===== config.mk =====
export PLATFORM = sky130hd
export DESIGN_NAME = execution_driver_flat
export DESIGN_NICKNAME = d
export VERILOG_FILES = /design/src/rtl/execution_driver_if.sv /design/src/rtl/execution_driver.sv /design/src/flat_wrapper.sv
export SDC_FILE = /design/constraint.sdc
export NUM_CORES = 1
export LEC_CHECK = 0
export ABC_AREA = 1
export CORE_MARGIN = 2
export CORE_UTILIZATION = 47
export DETAILED_ROUTE_END_ITERATION = 8
export PLACE_DENSITY = 0.82
export SETUP_SLACK_MARGIN = 0.02
export SLEW_MARGIN = 20
export SYNTH_ARGS = -nofsm -noshare
export SYNTH_HDL_FRONTEND = slang
export SYNTH_SLANG_ARGS = --single-unit

===== constraint.sdc =====
create_clock -name clk -period 1.5 [get_ports clk]
set_input_delay 0.225 -clock clk [delete_from_list [all_inputs] [get_ports clk]]
set_output_delay 0.225 -clock clk [all_outputs]
set_load 0.05 [all_outputs]

===== src/rtl/execution_driver_if.sv =====
// Program-memory fetch bus between the execution driver (master) and program memory (slave).
interface execution_driver_if #(
  parameter int ADDR_WIDTH  = 8,
  parameter int OPCODE_SIZE = 8
);
  logic                   mem_req;
  logic [ADDR_WIDTH-1:0]  mem_addr;
  logic [OPCODE_SIZE-1:0] mem_data;
  logic                   mem_valid;

  modport master (output mem_req, mem_addr, input  mem_data, mem_valid);
  modport slave  (input  mem_req, mem_addr, output mem_data, mem_valid);
endinterface


===== src/rtl/execution_driver.sv =====
// Fetch/decode/execute sequencer with start/resume and single-step from the halted state.
module execution_driver #(
  parameter int ADDR_WIDTH  = 8,
  parameter int OPCODE_SIZE = 8
) (
  input  logic                   clk,
  input  logic                   rst_n,
  input  logic                   start,
  input  logic                   step,
  input  logic                   run_enable,
  execution_driver_if.master     bus,
  output logic [OPCODE_SIZE-1:0] opcode,
  output logic                   exec_strobe,
  output logic                   running,
  output logic                   halted
);

  typedef enum logic [2:0] {
    S_IDLE, S_FETCH, S_DECODE, S_EXECUTE, S_HALTED
  } state_e;

  state_e                 state_q;
  logic [ADDR_WIDTH-1:0]  pc_q, pc_d;
  logic [OPCODE_SIZE-1:0] opcode_q;
  logic                   step_mode_q;
  logic                   mem_req_q;
  logic                   exec_strobe_q;
  logic                   running_q;
  logic                   halted_q;

  // Wraps modulo 2^ADDR_WIDTH by truncation.
  always_comb pc_d = pc_q + 1'b1;

  always_ff @(posedge clk or negedge rst_n) begin
    if (!rst_n) begin
      state_q       <= S_IDLE;
      pc_q          <= '0;
      opcode_q      <= '0;
      step_mode_q   <= 1'b0;
      mem_req_q     <= 1'b0;
      exec_strobe_q <= 1'b0;
      running_q     <= 1'b0;
      halted_q      <= 1'b0;
    end else begin
      exec_strobe_q <= 1'b0;
      unique case (state_q)
        S_IDLE: begin
          if (start) begin
            pc_q      <= '0;
            state_q   <= S_FETCH;
            mem_req_q <= 1'b1;
            running_q <= 1'b1;
          end
        end
        S_FETCH: begin
          if (mem_req_q && bus.mem_valid) begin
            opcode_q  <= bus.mem_data;
            mem_req_q <= 1'b0;
            state_q   <= S_DECODE;
          end
        end
        S_DECODE: begin
          state_q       <= S_EXECUTE;
          exec_strobe_q <= 1'b1;
        end
        S_EXECUTE: begin
          // A halt leaves pc on the halt instruction; otherwise advance.
          if (!run_enable || step_mode_q) begin
            state_q     <= S_HALTED;
            halted_q    <= 1'b1;
            running_q   <= 1'b0;
            step_mode_q <= 1'b0;
            if (run_enable) pc_q <= pc_d;
          end else begin
            pc_q      <= pc_d;
            state_q   <= S_FETCH;
            mem_req_q <= 1'b1;
          end
        end
        S_HALTED: begin
          if (start || step) begin
            pc_q        <= pc_d;
            state_q     <= S_FETCH;
            mem_req_q   <= 1'b1;
            running_q   <= 1'b1;
            halted_q    <= 1'b0;
            step_mode_q <= !start;
          end
        end
        default: state_q <= S_IDLE;
      endcase
    end
  end

  assign bus.mem_req  = mem_req_q;
  assign bus.mem_addr = pc_q;
  assign opcode       = opcode_q;
  assign exec_strobe  = exec_strobe_q;
  assign running      = running_q;
  assign halted       = halted_q;

endmodule


===== src/flat_wrapper.sv =====
// flat-port wrapper written by rule: the top's interface ports become plain ports
module execution_driver_flat 
#(
  parameter int ADDR_WIDTH  = 8,
  parameter int OPCODE_SIZE = 8
)
  (clk, rst_n, start, step, run_enable, opcode, exec_strobe, running, halted, bus_mem_req, bus_mem_addr, bus_mem_data, bus_mem_valid);
  execution_driver_if #(.ADDR_WIDTH(ADDR_WIDTH), .OPCODE_SIZE(OPCODE_SIZE)) bus_i ();
  input  logic clk;
  input  logic rst_n;
  input  logic start;
  input  logic step;
  input  logic run_enable;
  output logic [OPCODE_SIZE-1:0] opcode;
  output logic exec_strobe;
  output logic running;
  output logic halted;
  output wire logic [$bits(bus_i.mem_req)-1:0] bus_mem_req;
  output wire logic [$bits(bus_i.mem_addr)-1:0] bus_mem_addr;
  input wire logic [$bits(bus_i.mem_data)-1:0] bus_mem_data;
  input wire logic [$bits(bus_i.mem_valid)-1:0] bus_mem_valid;
  assign bus_mem_req = bus_i.mem_req;
  assign bus_mem_addr = bus_i.mem_addr;
  assign bus_i.mem_data = bus_mem_data;
  assign bus_i.mem_valid = bus_mem_valid;
  execution_driver #(.ADDR_WIDTH(ADDR_WIDTH), .OPCODE_SIZE(OPCODE_SIZE)) u_core (.clk(clk), .rst_n(rst_n), .start(start), .step(step), .run_enable(run_enable), .bus(bus_i), .opcode(opcode), .exec_strobe(exec_strobe), .running(running), .halted(halted));
endmodule

==> results of run 1 <==
[power breakdown]
group	internal [uW]	switching [uW]	leakage (uW)
registers	838	164	0.000307
logic	564	1180	0.000564
clock network	148	197	0.0000210
[flip-flops by register name, indices dropped and copies added, names as in the netlist]
register	flops
u_core.bus.mem_addr	8
u_core.opcode	8
u_core.state_q	3
u_core.bus.mem_req	1
u_core.exec_strobe	1
u_core.halted	1
u_core.running	1
u_core.step_mode_q	1
[metal layers]
metal / global-route usage / vias up / wire, um / share of wire
li1: - / 590 / - / -
met3: 0.0372 / 4 / 153 / 0.058
met1: 0.228 / 515 / 1150 / 0.44
met5: 0 / - / 0 / 0
met4: 0.0680 / 0 / 29 / 0.011
met2: 0.303 / 35 / 1300 / 0.49
[logic make-up (layout without fill, tap and decap cells)]
| logic type | after synthesis | count (layout) |
|---|---|---|
| simple gates | 92 | 92 |
| buf+inv | 26 | 64 |
| flops | 24 | 24 |
| compound gates | 21 | 21 |
| fa+ha+maj | 1 | 1 |
| xor+xnor | 1 | 1 |
[timing repair]
action,4_1_cts,5_1_grt
hold buffers,0,0
endpoints found under the setup margin,0,10
gates resized for setup,0,5
[area by class of cell]
cell class | count | area [um2]
flip-flops and latches | 24 | 604
fillers | 207 | 774
repair buffers | 36 | 415
multi-input cells | 115 | 564
well taps | 30 | 37.5
clock buffers | 4 | 36.3
inverters | 24 | 90.1
[stage by stage]
step | utilization | total power, uW
6_report | 0.693 | 3090
5_1_grt | 0.693 | 3290
4_1_cts | 0.686 | 3060
3_5_place_dp | 0.672 | 2710
3_3_place_gp | 0.672 | 2660
2_1_floorplan | - | 2220
[critical path, cell delays in order, from the launching register on]
cell     delay, ns
dfrtp_2       0.48
nor2_2        0.15
inv_2         0.05
nor2_2        0.15
nand3_4       0.22
nand2_1       0.13
o21ai_2       0.06
[cells in the final DEF (no fill, tap or decap), types with 2 or more instances in the layout]
cell / instances
buf_4: 14
clkdlybuf4s50_1: 13
dfrtp_2: 3
inv_1: 21
a21oi_1: 2
o21ai_0: 7
o21ai_1: 2
nand2_2: 2
nor2_2: 3
dfrtp_1: 21
buf_12: 9
nand2_1: 52
clkbuf_4: 3
inv_2: 3
nand3_1: 18
o21ai_2: 9
nor2_1: 15
[worst max-delay path by stage]
stage,depth (start not counted),end,slack [ns],start
2_1_floorplan,6,u_core.bus.mem_addr[6],0.02,u_core.bus.mem_addr[1]
3_3_place_gp,6,u_core.bus.mem_req,0.04,run_enable
3_5_place_dp,7,u_core.bus.mem_addr[0],-0.01,start
4_1_cts,6,u_core.opcode[2],0.02,u_core.state_q[2]
5_1_grt,6,u_core.opcode[5],0.05,u_core.state_q[2]
6_report,6,u_core.opcode[2],0.16,u_core.state_q[2]
==> results.toml, run 1 <==
[placement]
port_buffers = 33
place_ws_ns = -0.0145
place_hpwl_mm = 1.99
placed_area_um2 = 1690
dp_cells = 229
place_congestion = 0.936

[setup_path]
worstReg2RegEnd = "u_core.opcode[2]"
cp_max_fo = 16
crit_path_end_kind = "flip-flop"
cp.arrival_ns = 1.55
reg2reg_depth = 6
critPathLaunchType = "flip-flop"
r2r_slack_ns = 0.16
r2r-start = "u_core.state_q[2]"
criticalPathCategory = "reg -> reg"
cp.required_ns = 1.71

[timing]
fmax_ghz = 0.747
fin_tns_setup_ns = 0
rsz0062_at_grt = "false"
setup_ws_ns = 0.161
tightest_slew_ns = 0.303
slew_viol_final = 0
hold_slack_ns = 0.249
relSlewSlack = 0.798
fin_crit_ns = 1.34
clock_skew_ns = 0.00104
report.final.hold_viol_count = 0
setup_viol = 0
post-route-period-util = 0.892

[synthesis]
ys_top_cells_by_count = "nand2_1 (52), dfrtp_1 (24), inv_1 (21)"
synth.most_common_cell = "nand2_1"
yosys_warnings = 0
yosys.area_share.simple = 0.306
synth.mux.area_fraction = 0
syn-cell-area_um2 = 1260
synth_top_family_by_area = "simple AND/OR/NAND/NOR gates"
synth-seq-cells = 24
syn_nets = 180
synth_top_area_frac = 0.476
synth_xor_area_frac = 0.00694
synth_async_sr_flop_share = 1.00
yosysUniqueCellTypes = 17
synth_seq_area_share = 0.476
syn_avg_cell_area_um2 = 7.65
synthAdderAreaFrac = 0.00991
synthFlopType = "dfrtp_1"
postSynthCellCount = 165
synth-edff-count = 0
synth_area_leader_cell = "dfrtp_1"
yosys-top-cells-area = "dfrtp_1 (48%), nand2_1 (15%), nand3_1 (7.1%)"
synth_compound_area_frac = 0.112

[cts]
cts.sinks = 24
cts_max_level = 1
post-cts-setup-buffer-count = 0
cts_tree = "yes"
cts_root_buf = "clkbuf_4"
clk_latency_ns = 0.31
numCtsBuffers = 3
clkTransAtPathRegs_ns = 0.13
cts.path.max_buffers = 2

[layout]
diodes = 0
fin_nets = 219
fin_cells = 233
area_growth_syn_to_layout_pct = 38.5
drive_above_1_share = 0.241
post-route-cell-area_um2 = 1750

[floorplan]
ios = 34
die-area_um2 = 3120
coreArea_um2 = 2520
initial_core_util = 0.500
fp.dieH_um = 55.8
rows = 18
die_x_um = 55.8

[global_route]
antenna_found_initial = 0
grt_pass1_wl_mm = 4.62
grt_max_degree = 25
grtUsageTotal = 0.180
grt_pass1_vias = 1077
overflow = 0

[drt]
detail_route.drc_violations = 0
firstDrtPassIters = 4
drt_wl_total_mm = 2.63
drt_iter0_markers = 34
num_vias = 1144
wire_per_inst_um = 11.3
antenna_left = 0
vias_per_cell = 4.91

[flow_run]
cap_viol_max_count = 0

[run_status]
status = "finished, final reports clean"

[pwr]
ir_worst_vdd_uv = 1320
power.density_nw_per_um2 = 1770
power.static_leakage_uw = 0.000892

[worst_hold_path]
hp-class = "in -> async"
Note: power is estimated with default switching activity, not from simulation.
==> inputs of run 2 (changes only) <==
- SLEW_MARGIN: 20 -> 40
==> results of run 2 <==
Same layout as run 1: the final DEF is identical, and so are final timing and power.
==> inputs of run 3 (changes only) <==
- CORE_UTILIZATION: 47 -> 56
- DONT_BUFFER_PORTS: unset -> 1
- PLACE_DENSITY: 0.82 -> 0.75
==> results.toml, run 3 (synthesis gave the netlist of run 1 again) <==
[run_status]
status = "finished, final reports clean"

[drt]
detail_route.drc_violations = 0
wire_per_inst_um = 12.0
num_vias = 1054
drt_iter0_markers = 14
vias_per_cell = 5.12
antenna_left = 0
drt_wl_total_mm = 2.48
firstDrtPassIters = 4

[cts]
clkTransAtPathRegs_ns = 0.13
cts.sinks = 24
cts.path.max_buffers = 2
cts_root_buf = "clkbuf_4"
clk_latency_ns = 0.30
numCtsBuffers = 3
cts_tree = "yes"
cts_max_level = 1

[pwr]
sw_frac_of_total = 0.533
combinationalPowerShare = 0.353
clockPowerShare = 0.123
ir_worst_vdd_uv = 1560
power.density_nw_per_um2 = 1950
power.static_leakage_uw = 0.000754
p_int_uw = 1280
sequentialPowerShare = 0.524
finalPower_uw = 2750
p_sw_uw = 1460

[timing]
tightest_slew_ns = 0.528
relSlewSlack = 0.648
slew_viol_final = 0
fin_crit_ns = 1.35
fin_tns_setup_ns = 0
setup_viol = 0
clock_skew_ns = 0.00367
rsz0062_at_grt = "false"
fmax_ghz = 0.739
post-route-period-util = 0.902
report.final.hold_viol_count = 0

[setup_path]
cp.required_ns = 1.70
r2r_slack_ns = 0.15
r2r-start = "u_core.state_q[2]"
critPathLaunchType = "flip-flop"
criticalPathCategory = "reg -> reg"
crit_path_start = "u_core.state_q[2]"
reg2reg_depth = 6
crit_end = "u_core.opcode[2]"
worstReg2RegEnd = "u_core.opcode[2]"
crit_path_end_kind = "flip-flop"
cp_max_fo = 16
cp.arrival_ns = 1.56

[layout]
final_common_cell = "nand2_1"
fin_nets = 194
layout_common_cells = "nand2_1 (52), dfrtp_1 (23), inv_1 (21), nand3_1 (18), nor2_1 (15)"
area_growth_syn_to_layout_pct = 11.3
diodes = 0
finalCoreUtilization = 0.648
drive_above_1_share = 0.191

[floorplan]
initial_core_util = 0.582
die_x_um = 51.5
rows = 17
die-area_um2 = 2650
fp.dieH_um = 51.5
coreArea_um2 = 2170
ios = 34

[placement]
place_congestion = 0.833
place_hpwl_mm = 1.82
port_buffers = 0

[global_route]
grt_pass1_vias = 951
overflow = 0
grt_max_degree = 25
grtUsageTotal = 0.196
antenna_found_initial = 0
grt_pass1_wl_mm = 3.95

[worst_hold_path]
hp-class = "in -> reg"
min-delay-start = "bus_mem_data[7]"

[flow_run]
cap_viol_max_count = 0
-- run 3: changes by cell type in the layout (fill, tap and decap cells not counted), sizes merged --
cell and change:
buf -13, clkdlybuf4s50 -13, dlygate4sd3 +1
-- run 3: power groups by stage --
| stage | Sequential (uW) | Combinational [uW] | Clock, uW |
|---|---|---|---|
| finish | 1440 | 970 | 338 |
| global route | 1470 | 1100 | 371 |
| CTS | 1440 | 956 | 348 |
| detailed placement | 1450 | 940 | 0 |
| global placement | 1440 | 894 | 0 |
| floorplan | 1490 | 724 | 0 |
-- run 3: layout make-up --
class,count,area (um2)
fill,201,764
clock buffer,4,36.3
multi-input combinational,115,559
timing repair buffer,11,82.6
tap,28,35.0
sequential,24,602
inverter,24,90.1
-- run 3: routing by layer --
metal | wire (um) | vias up | GRT usage
li1 | - | 538 | -
met1 | 1130 | 489 | 0.261
met2 | 1230 | 25 | 0.318
met3 | 111 | 2 | 0.0497
met4 | 13 | 0 | 0.0526
met5 | 0 | - | 0
-- run 3: how the worst min path moves through the flow --
stage,endpoint,cells after the start
2_1_floorplan,u_core.bus.mem_addr[0],0
3_3_place_gp,u_core.halted,0
3_5_place_dp,u_core.halted,0
4_1_cts,u_core.opcode[7],2
5_1_grt,u_core.opcode[4],2
6_report,u_core.opcode[7],2
-- run 3: stage by stage --
step           setup WS (ns)  hold WS (ns)  instances  instance area (um2)
2_1_floorplan         0.0225       -0.0706        165                 1260
3_3_place_gp           0.120       -0.0699        200                 1340
3_5_place_dp          0.0534       -0.0698        200                 1340
4_1_cts               0.0419        0.0308        205                 1390
5_1_grt               0.0207        0.0263        206                 1410
6_report               0.147        0.0398        206                 1410
-- run 3: repair_timing --
action                                 in CTS  in global routing
hold buffers                                1                  1
setup endpoints to repair                   0                 10
gates resized for setup                     0                  3
endpoints found under the hold margin      24                 24
buffers inserted                            0                  0
-- run 3: worst max-delay path: stages (launching register included) --
cell	delay (ns)
dfrtp_1	0.47
nor2_2	0.16
inv_2	0.05
nor2_2	0.15
nand3_4	0.22
nand2_1	0.14
o21ai_2	0.07
==> RTL edit: new RTL, flow settings as in run 3 <==
`OPCODE_SIZE` is set to 8 in 3 places; all go to 16.
--- a/src/rtl/execution_driver_if.sv
+++ b/src/rtl/execution_driver_if.sv
@@ -1,7 +1,7 @@
 // Program-memory fetch bus between the execution driver (master) and program memory (slave).
 interface execution_driver_if #(
   parameter int ADDR_WIDTH  = 8,
-  parameter int OPCODE_SIZE = 8
+  parameter int OPCODE_SIZE = 16
 );
   logic                   mem_req;
   logic [ADDR_WIDTH-1:0]  mem_addr;
--- a/src/rtl/execution_driver.sv
+++ b/src/rtl/execution_driver.sv
@@ -1,7 +1,7 @@
 // Fetch/decode/execute sequencer with start/resume and single-step from the halted state.
 module execution_driver #(
   parameter int ADDR_WIDTH  = 8,
-  parameter int OPCODE_SIZE = 8
+  parameter int OPCODE_SIZE = 16
 ) (
   input  logic                   clk,
   input  logic                   rst_n,
--- a/src/flat_wrapper.sv
+++ b/src/flat_wrapper.sv
@@ -2,7 +2,7 @@
 module execution_driver_flat 
 #(
   parameter int ADDR_WIDTH  = 8,
-  parameter int OPCODE_SIZE = 8
+  parameter int OPCODE_SIZE = 16
 )
   (clk, rst_n, start, step, run_enable, opcode, exec_strobe, running, halted, bus_mem_req, bus_mem_addr, bus_mem_data, bus_mem_valid);
   execution_driver_if #(.ADDR_WIDTH(ADDR_WIDTH), .OPCODE_SIZE(OPCODE_SIZE)) bus_i ();
Ports: changed (resized bus_mem_data and opcode); port bits go from 34 to 50. No check against the original RTL was run, so the function may have changed too.
==> RTL edit against run 3 <==
Synthesized area rose by 27%; sequential share of layout area grew 0.42 points; wire length rose by 41%; total power rose by 61%; maximum frequency shrank 2.9%; worst setup slack worse by 0.040 ns; final area is 33% higher; sequential cell count is 8 higher; critical endpoint is now u_core.bus.mem_addr[2].
==> RTL edit: results (changes against run 3) <==
| Metric | Value |
|---|---|
| Fillers | 222 (was 201) |
| Worst slew pin tran | 0.502 ns (was 0.528 ns) |
| Synth Area in XOR/XNOR | 1.09% (was 0.694%) |
| Sequential Power | 2230 uW (was 1440 uW) |
| Via/cell ratio | 5.51 (was 5.12) |
| Signal buffers share of area | 8.33% (was 5.88%) |
| IR drop worst, VDD | 0.00202 V (was 0.00156 V) |
| DR iter-0 viols | 56 (was 14) |
| Met3 usage | 7.26% (was 4.97%) |
| Multi-input gate count | 148 (was 115) |
| WP data arrival | 1.62 ns (was 1.56 ns) |
| Non-clk invs | 16 (was 24) |
| Htree depth | 2 (was 1) |
| Synth Net Count | 222 (was 180) |
| Metal1 wirelength | 1.37 mm (was 1.13 mm) |
| Multi-input logic area | 721 sq um (was 559 sq um) |
| Hold-fix buffer count after cts | 2 (was 1) |
| Clk power | 651 uW (was 338 uW) |
| Yosys cell types | 25 (was 17) |
| Slack of the worst reg-to-reg path | 0.11 ns (was 0.15 ns) |
| Seq area share | 43.3% (was 42.8%) |
| Max clock buf depth | 2 (unchanged) |
| Met3 Wirelength | 270 microns (was 111 microns) |
| Largest net degree at the start of global routing | 33 (was 25) |
| Reg2reg path depth | 8 (was 6) |
| Met2 WL | 1.79 mm (was 1.23 mm) |
| DRT Wirelength | 3.50 mm (was 2.48 mm) |
| Met1 Track Usage GR | 29.4% (was 26.1%) |
| Layout cells sized above 1 | 18.9% (was 19.1%) |
| Synth area leaders | dfrtp_1 50%, nand2_1 18%, nand3_1 10% (was dfrtp_1 48%, nand2_1 15%, nand3_1 7.1%) |
| ClkCell Share | 4.30% (was 2.58%) |
| Worst Hold End | u_core.opcode[11] (was u_core.opcode[7]) |
| Register area share after synthesis | 49.8% (was 47.6%) |
| First-pass GRT wire length | 5.91 mm (was 3.95 mm) |
| Worst-skew pair later-pin latency | 0.34 ns (was 0.30 ns) |
| Reg2Reg Launch Point | u_core.state_q[1] (was u_core.state_q[2]) |
| Outcome | finished, final reports clean (unchanged) |
| CP max FO | 10 (was 16) |
| Hold path startpoint | bus_mem_data[11] (was bus_mem_data[7]) |
| Synth Area in Compound Gates | 2.65% (was 11.2%) |
| Crit path max-delay cell type | dfrtp_2 (was dfrtp_1) |
| Critical R2R Capture | u_core.bus.mem_addr[2] (was u_core.opcode[2]) |
| TritonCTS buffer count | 5 (was 3) |
| Post-DP HPWL | 2.48 mm (was 1.82 mm) |
| P_int | 2020 uW (was 1280 uW) |
| Nonclk buf count | 18 (was 11) |
| Clock slew at reported path FFs | 0.11 ns (was 0.13 ns) |
| Seq cells post-synth | 32 (was 24) |
| Tot GR Track Use | 23.7% (was 19.6%) |
| Leakage | 0.00102 uW (was 0.000754 uW) |
| Post-CTS Setup Bufs | 1 (was 0) |
| Vias in the first global route | 1,358 (was 951) |
| Synth Area in Adders | 0.779% (was 0.991%) |
| Routability cong. | 0.861 (was 0.833) |
| Min Hold Slack | 0.0178 ns (was 0.0398 ns) |
RTL edit: metrics by stage:
stage                     power, uW  utilization (%)  cells  instance area (sq um)  worst slack, ns
after detailed placement       3700             62.7    239                   1720           0.0640
after CTS                      4400             67.0    250                   1830           0.0384
after global placement         3620             62.7    239                   1720            0.144
final                          4410             68.1    253                   1860            0.107
after floorplan                3360                -    199                   1610           0.0766
after global routing           4710             68.1    253                   1860           0.0249
RTL edit: worst max path at each step:
stage                        endpoint  slack [ns]  cells after the start
4_1_cts        u_core.bus.mem_addr[2]        0.04                      8
3_3_place_gp   u_core.bus.mem_addr[1]        0.14                      8
3_5_place_dp   u_core.bus.mem_addr[0]        0.06                      8
5_1_grt        u_core.bus.mem_addr[2]        0.02                      8
2_1_floorplan       u_core.opcode[10]        0.08                      5
6_report       u_core.bus.mem_addr[2]        0.11                      8
RTL edit: worst max-delay path: cells and delay by family (launching register included):
kind | cells | cell delay (ns)
buffers and inverters | 2 | 0.15
flip-flops | 1 | 0.48
AND/OR/NAND/NOR | 6 | 0.65
